===== src/rtl/puf_crp_ctrl.sv =====
// Challenge-response controller for the XOR PUF core.
// LFSR challenges, precharge/launch timing, majority vote, word hand-off.
module puf_crp_ctrl #(
  parameter int            N      = 128,
  parameter logic [N-1:0]  TAPS   = 128'hE1000000000000000000000000000000,
  parameter int            SETTLE = 4,
  parameter int            VOTES  = 5,
  parameter int            RESP_W = 16
) (
  input  logic              clk,
  input  logic              reset,
  input  logic              seed_load,
  input  logic [N-1:0]      seed,
  input  logic              start,
  output logic              puf_in,
  output logic [N-1:0]      puf_sel,
  input  logic              puf_out,
  output logic              busy,
  output logic [RESP_W-1:0] resp_word,
  output logic              resp_valid,
  input  logic              resp_ready
);

  localparam int CW = $clog2(SETTLE + 2) + 1;
  localparam int VW = $clog2(VOTES + 1) + 1;
  localparam int BW = $clog2(RESP_W + 1) + 1;

  typedef enum logic [2:0] {
    IDLE,
    PRECHARGE,
    LAUNCH,
    SAMPLE,
    NEXT,
    OUTPUT
  } state_t;

  state_t            state;
  logic [N-1:0]      lfsr;
  logic [CW-1:0]     cnt;
  logic [VW-1:0]     vote_cnt;
  logic [VW-1:0]     ones;
  logic [BW-1:0]     bit_cnt;
  logic [RESP_W-1:0] sreg;
  logic              sync1;
  logic              puf_out_s;

  logic [N-1:0]      lfsr_next;
  logic              voted;
  logic [RESP_W-1:0] sreg_next;

  assign puf_sel   = lfsr;
  assign lfsr_next = (lfsr >> 1) ^ (lfsr[0] ? TAPS : '0);
  assign voted     = ones > VW'(VOTES / 2);
  assign sreg_next = {voted, sreg[RESP_W-1:1]};

  // Two-flop synchroniser for the asynchronous PUF response.
  always_ff @(posedge clk or negedge reset) begin
    if (!reset) begin
      sync1     <= 1'b0;
      puf_out_s <= 1'b0;
    end else begin
      sync1     <= puf_out;
      puf_out_s <= sync1;
    end
  end

  // Main sequencer; outputs are registered alongside the state.
  always_ff @(posedge clk or negedge reset) begin
    if (!reset) begin
      state      <= IDLE;
      lfsr       <= N'(1);
      cnt        <= '0;
      vote_cnt   <= '0;
      ones       <= '0;
      bit_cnt    <= '0;
      sreg       <= '0;
      puf_in     <= 1'b0;
      busy       <= 1'b0;
      resp_word  <= '0;
      resp_valid <= 1'b0;
    end else begin
      unique case (state)
        IDLE: begin
          puf_in <= 1'b0;
          if (seed_load)
            lfsr <= (seed == '0) ? N'(1) : seed;
          if (start) begin
            state    <= PRECHARGE;
            busy     <= 1'b1;
            cnt      <= '0;
            bit_cnt  <= '0;
            vote_cnt <= '0;
            ones     <= '0;
          end
        end
        PRECHARGE: begin
          if (cnt == CW'(SETTLE - 1)) begin
            cnt    <= '0;
            state  <= LAUNCH;
            puf_in <= 1'b1;
          end else begin
            cnt <= cnt + CW'(1);
          end
        end
        LAUNCH: begin
          if (cnt == CW'(SETTLE + 1)) begin
            cnt   <= '0;
            state <= SAMPLE;
          end else begin
            cnt <= cnt + CW'(1);
          end
        end
        SAMPLE: begin
          ones     <= ones + VW'(puf_out_s);
          vote_cnt <= vote_cnt + VW'(1);
          puf_in   <= 1'b0;
          if (vote_cnt + VW'(1) < VW'(VOTES))
            state <= PRECHARGE;
          else
            state <= NEXT;
        end
        NEXT: begin
          sreg     <= sreg_next;
          lfsr     <= lfsr_next;
          bit_cnt  <= bit_cnt + BW'(1);
          vote_cnt <= '0;
          ones     <= '0;
          if (bit_cnt + BW'(1) == BW'(RESP_W))
            state <= OUTPUT;
          else
            state <= PRECHARGE;
        end
        OUTPUT: begin
          // First OUTPUT cycle latches the completed shift register.
          if (!resp_valid) begin
            resp_word  <= sreg;
            resp_valid <= 1'b1;
          end else if (resp_ready) begin
            resp_valid <= 1'b0;
            busy       <= 1'b0;
            state      <= IDLE;
          end
        end
        default: state <= IDLE;
      endcase
    end
  end

endmodule


===== config.mk =====
export PLATFORM = sky130hd
export DESIGN_NAME = puf_crp_ctrl
export DESIGN_NICKNAME = d
export VERILOG_FILES = /design/src/rtl/puf_crp_ctrl.sv
export SDC_FILE = /design/constraint.sdc
export NUM_CORES = 1
export LEC_CHECK = 0
export BUFFER_PORTS_ARGS = -buffer_cell sky130_fd_sc_hd__clkbuf_2
export CORE_MARGIN = 2
export CORE_UTILIZATION = 39
export CTS_CLUSTER_DIAMETER = 100
export CTS_CLUSTER_SIZE = 25
export DETAILED_ROUTE_END_ITERATION = 6
export PLACE_DENSITY = 0.65
export SYNTH_ARGS = -nofsm -noshare
export SYNTH_HDL_FRONTEND = slang
export SYNTH_SLANG_ARGS = --single-unit

===== constraint.sdc =====
create_clock -name clk -period 1.6 [get_ports clk]
set_input_delay 0.32 -clock clk [delete_from_list [all_inputs] [get_ports clk]]
set_output_delay 0.32 -clock clk [all_outputs]
set_load 0.05 [all_outputs]

-- After elaboration in Yosys (flattened, before gate mapping)
Cells that the tools add are included.
- multiplexer cells: 28
- equal/unequal tests: 14
- reduce and logical (&&, ||, !) cells: 16
- add/subtract/negate cells: 4
- order comparisons: 2
- bitwise logic cells: 2
- operators by type and width (cell ; count):
    $mux W128 ; 3
    $pmux W128 S2 ; 1
    $logic_not A128 Y1 ; 1
    $xor A127 B128 Y128 ; 1
    $pmux W4 S3 ; 3
    $mux W3 ; 7
    $pmux W3 S6 ; 1
    $mux W4 ; 3
    $ne A2 B2 Y1 const B ; 6
    $pmux W6 S2 ; 1
    $reduce_and A2 Y1 ; 6
    $add A4 B1 Y4 const B ; 2
    $add A6 B1 Y6 const B ; 1
    $eq A3 B2 Y1 const B ; 2
    $eq A3 B3 Y1 const B ; 2
    $eq A6 B5 Y1 const B ; 1
    $mux W1 ; 6
    $mux W6 ; 1
    $reduce_bool A2 Y1 ; 3
    $reduce_bool A3 Y1 ; 2
    $reduce_and A5 Y1 ; 1
    $add A4 B1 Y4 ; 1
    $eq A4 B2 Y1 const B ; 1
    $eq A4 B3 Y1 const B ; 1
    8 further kinds ; 9
- input bits: 134
- flip-flop bits (word level): 186
- logic and storage cells: 79
- output and inout port bits: 147

-- Longest topological paths before layout
- depth after elaboration: 4
- mapped depth: 7
- mapped depth without buffers: 7

-- Worst setup path after synthesis
Ideal clock, no wire load.
- kind: register to register
- from: register state[1]
- to: register resp_word[0]
- required time: 1.475 ns
- buffers on the path: 1
- setup time: 0.125 ns
- arrival: 1.438 ns
- slack: 0.037 ns
- cell stages (with the launch flop): 6
- cell sequence: dfrtp_1 nor2b_2 nand2_1 nor2_4 buf_4 mux2_2
- longest elaborated chain between the ends: 2
- ends and longest elaborated chain (what ; line ; text):
    from (decl) ; 37 ; state_t state;
    from (signal assigned) ; 70 ; state <= IDLE;
    from (signal assigned) ; 88 ; state <= PRECHARGE;
    from (signal assigned) ; 99 ; state <= LAUNCH;
    $eq A3 B3 Y1 ; 82 ; unique case (state)
    $reduce_and A2 Y1 (no line) ; -- ;
    to (signal assigned) ; 136 ; resp_word <= sreg;
    to (decl) ; 19 ; output logic [RESP_W-1:0] resp_word,
Every way passes these cells.
A chain may end at the register's enable or synchronous reset.

-- Worst setup path after layout
- from: register state[0]
- to: register cnt[2]
- longest elaborated chain between the ends: 3
- ends and longest elaborated chain (what ; line ; text):
    $eq A3 B2 Y1, or another cell as far along ; 82 ;
    $reduce_bool A3 Y1 (no line) / $ne A2 B2 Y1 (equally long branches) ; -- ;
    $reduce_and A2 Y1 (no line) ; -- ;
    to (signal assigned) ; 102 ; cnt <= cnt + CW'(1);
    to (signal assigned) ; 110 ; cnt <= cnt + CW'(1);
    to (decl) ; 39 ; logic [CW-1:0] cnt;
Several ways; a longest one is shown, not always the timed one.

==> impl_results.md <==
* Status: finished, final reports clean
* EDFF count, synth at 0
* Final instance area at 11600 um2
* Die Wd at 153 um
* Post-Synth XOR/XNOR Area at 0.00910
* Pwr Density at between 2000 and 2500 nW/um2
* Die area at approximately 23000 um2
* DRC at 0
* GRT Total Usage at 0.234
* CTS tree: built
* FP Rows at 54
* IO Port Bufs at 280
* Startpoint Class: flop
* Post-DP HPWL at 19500 um
* CP Class: reg2reg
* Synth cell count leaders: 249 x o22ai_1, 185 x dfrtp_1, 136 x a21oi_1
* Dominant synthesized flop cell: dfrtp_1
* Top-count cell post-synth: o22ai_1
* Total gr overflow at 0
* NumNets Final at approximately 1300
* Worst-Skew Late Latency at about 0.44 ns
* Gate Count Post-Synth at about 890
* Global-route wire length before repair at roughly 45000 um
* Iteration-0 DRC Markers at roughly 660
* Mapped Area at 8660 um2
* Fmax at 0.633 GHz
* Slew Viols, Final at 0
* Worst-Margin Slew at about 0.46 ns
* Post-synthesis mux area share at 0.0234
* Placed Area at around 11000 um2
* Die Ht at roughly 150 um
* Hold Crit Class: in2reg
* DRT Wirelength at roughly 28000 um
* Placed Cells at around 1400
* Cell taking the most area after synthesis: dfrtp_1
* Setup TNS at 0 ns
* Post-synth cell types at 43
* Compound-cell area share of the yosys netlist at 0.287
* Syn_nets at 1026
* Crit path required time at about 2.0 ns
* Non-Filler Instances at between 1000 and 1500
* Fin crit share at 0.987
* Post-Syn Area per Cell at 9.79 um2
* Largest fanout on the critical path at 5
* Adder-Cell Fraction of Synth Area at 0.0101
* Synth async-reset ratio at 1.00
* Post-synth top area share at 0.534
* CTS clk-pin slew, worst paths at 0.08 ns
* Worst path arrival time at around 2 ns
* Seq/Total Area, Yosys at 0.537
* Synth Warn # at 0
* FF+latch count, synth at between 150 and 200
* Ant diodes at 0
* Max-cap viol count at 0
* Area of the core at 21800 um2
* Initial Util at 0.397
* Vias per cell at a little under 6
* Layout cells sized above 1 at 0.357
* CTS sink cnt at 186
* Fillers at ~2000
* Hold slack final at a little under 0.2 ns
* H-tree depth at 4
* Combinational family with the most area after synthesis: compound AO/OA/AOI/OAI gates
* Antenna Nets Post-Route at 0
* Routed vias at slightly below 9000
* Final core occ at 0.530
* I/O pins at roughly 280
* Clock period minus worst slack at approximately 1.6 ns
* Mean routed wirelength per cell at around 19 um
* Largest net degree at the start of global routing at 78
* Clock Tree Buf Depth at 2
* Final setup fails at 0
* Antenna violations before repair at 0
* Main area contributors after synthesis: dfrtp_1 53%, o22ai_1 18%, a21oi_1 7.9%, nand2_1 3.1%, nor4_1 2.5%
* Gpl congestion at between 0.8 and 0.9
* Clock buffer count from CTS at 17
* Final hold vios at 0
* Clk_skew at slightly below 0.02 ns
* Drt first pass iters at 7
* Crit path capture type: flop
* Root buf cell: clkbuf_16
* Syn-to-layout area delta at 33.4%
* RSZ-0062 raised after global routing: true
* Headroom to the max-slew limit at 0.688
* Vias in the first global route at just over 8000
* Leak Pwr at around 5.6 nW
* Peak supply drop at 1.50 mV
* Post-Synth Simple-Gate Area at 0.0898
power breakdown:
part | switching, mW | internal (mW)
combinational | 9.62 | 4.22
sequential | 2.25 | 6.56
clock | 2.19 | 2.15
placed cells by master (no fill, tap or decap), drive strengths merged, types with 18 or more instances in the layout:
master,n
clkbuf,297
nor4,36
nand2,72
a21oi,136
buf,70
nor2,19
dfrtp,185
o22ai,249
o21ai,22
mux2,18
cells by family after synthesis:
logic type / Yosys count
AOI/OAI and AO/OA: 423
xor gates and xnor gates: 9
adders and majority gates: 7
buffers and inverters: 86
DFF: 186
muxes: 18
and+or+nand+nor: 156
flip-flops by register name (all words and copies together), names as in the netlist, 3 cells and up:
signal and count:
ones 4, state 3, resp_word 16, sreg 16, cnt 4, bit_cnt 6
vote_cnt 4, puf_sel 128
per-layer routing:
layer / vias to the layer above / GRT usage / wire length (um)
met5: - / 0 / 0
met1: 4248 / 0.325 / 12100
met4: 0 / 0.0670 / 463
met3: 33 / 0.0527 / 2170
li1: 4051 / - / -
met2: 400 / 0.369 / 13400
critical path, stage by stage, from the launching register on:
cell and delay, ns:
dfrtp_2 0.46, buf_6 0.14, and2b_1 0.21, nor2_1 0.05
or3_4 0.39, o21bai_1 0.16, a21o_1 0.12
per-stage QoR:
stage | worst slack [ns] | total power [mW]
floorplan | 0.0371 | 18.5
global placement | -0.696 | 22.3
detailed placement | -0.739 | 22.4
CTS | 0.0122 | 26.9
global route | -0.0247 | 28.4
finish | 0.0204 | 27.0
final timing paths:
kind                                  to  cells past startpoint      from  slack (ns)
max                               cnt[2]                      6  state[0]        0.02
min                          puf_sel[73]                      3  seed[73]        0.19
max reg2reg                       cnt[2]                      6  state[0]        0.02
min reg2reg                    puf_out_s                      0     sync1        0.39
max in group asynchronous    puf_sel[66]                      3     reset        0.60
min in group asynchronous  resp_word[11]                      2     reset        0.37
timing repair:
action | in CTS | in global routing
endpoints found under the hold margin | 36 | 0
cloned | 0 | 1
hold buffers | 2 | 0
setup endpoints to repair | 5 | 89
setup buffers | 2 | 3
gates resized for setup | 7 | 16
pin swaps | 1 | 7
cell type report:
cell class                      count  area [um2]  area share
Clock inverter                     15         195      0.0169
Tap cell                          280         350      0.0303
Timing Repair Buffer              352        2200       0.190
Clock buffer                       17         425      0.0368
Inverter                            6        25.0     0.00216
Multi-Input combinational cell    613        3710       0.321
Sequential cell                   186        4660       0.403
(Power assumes the default switching activity.)
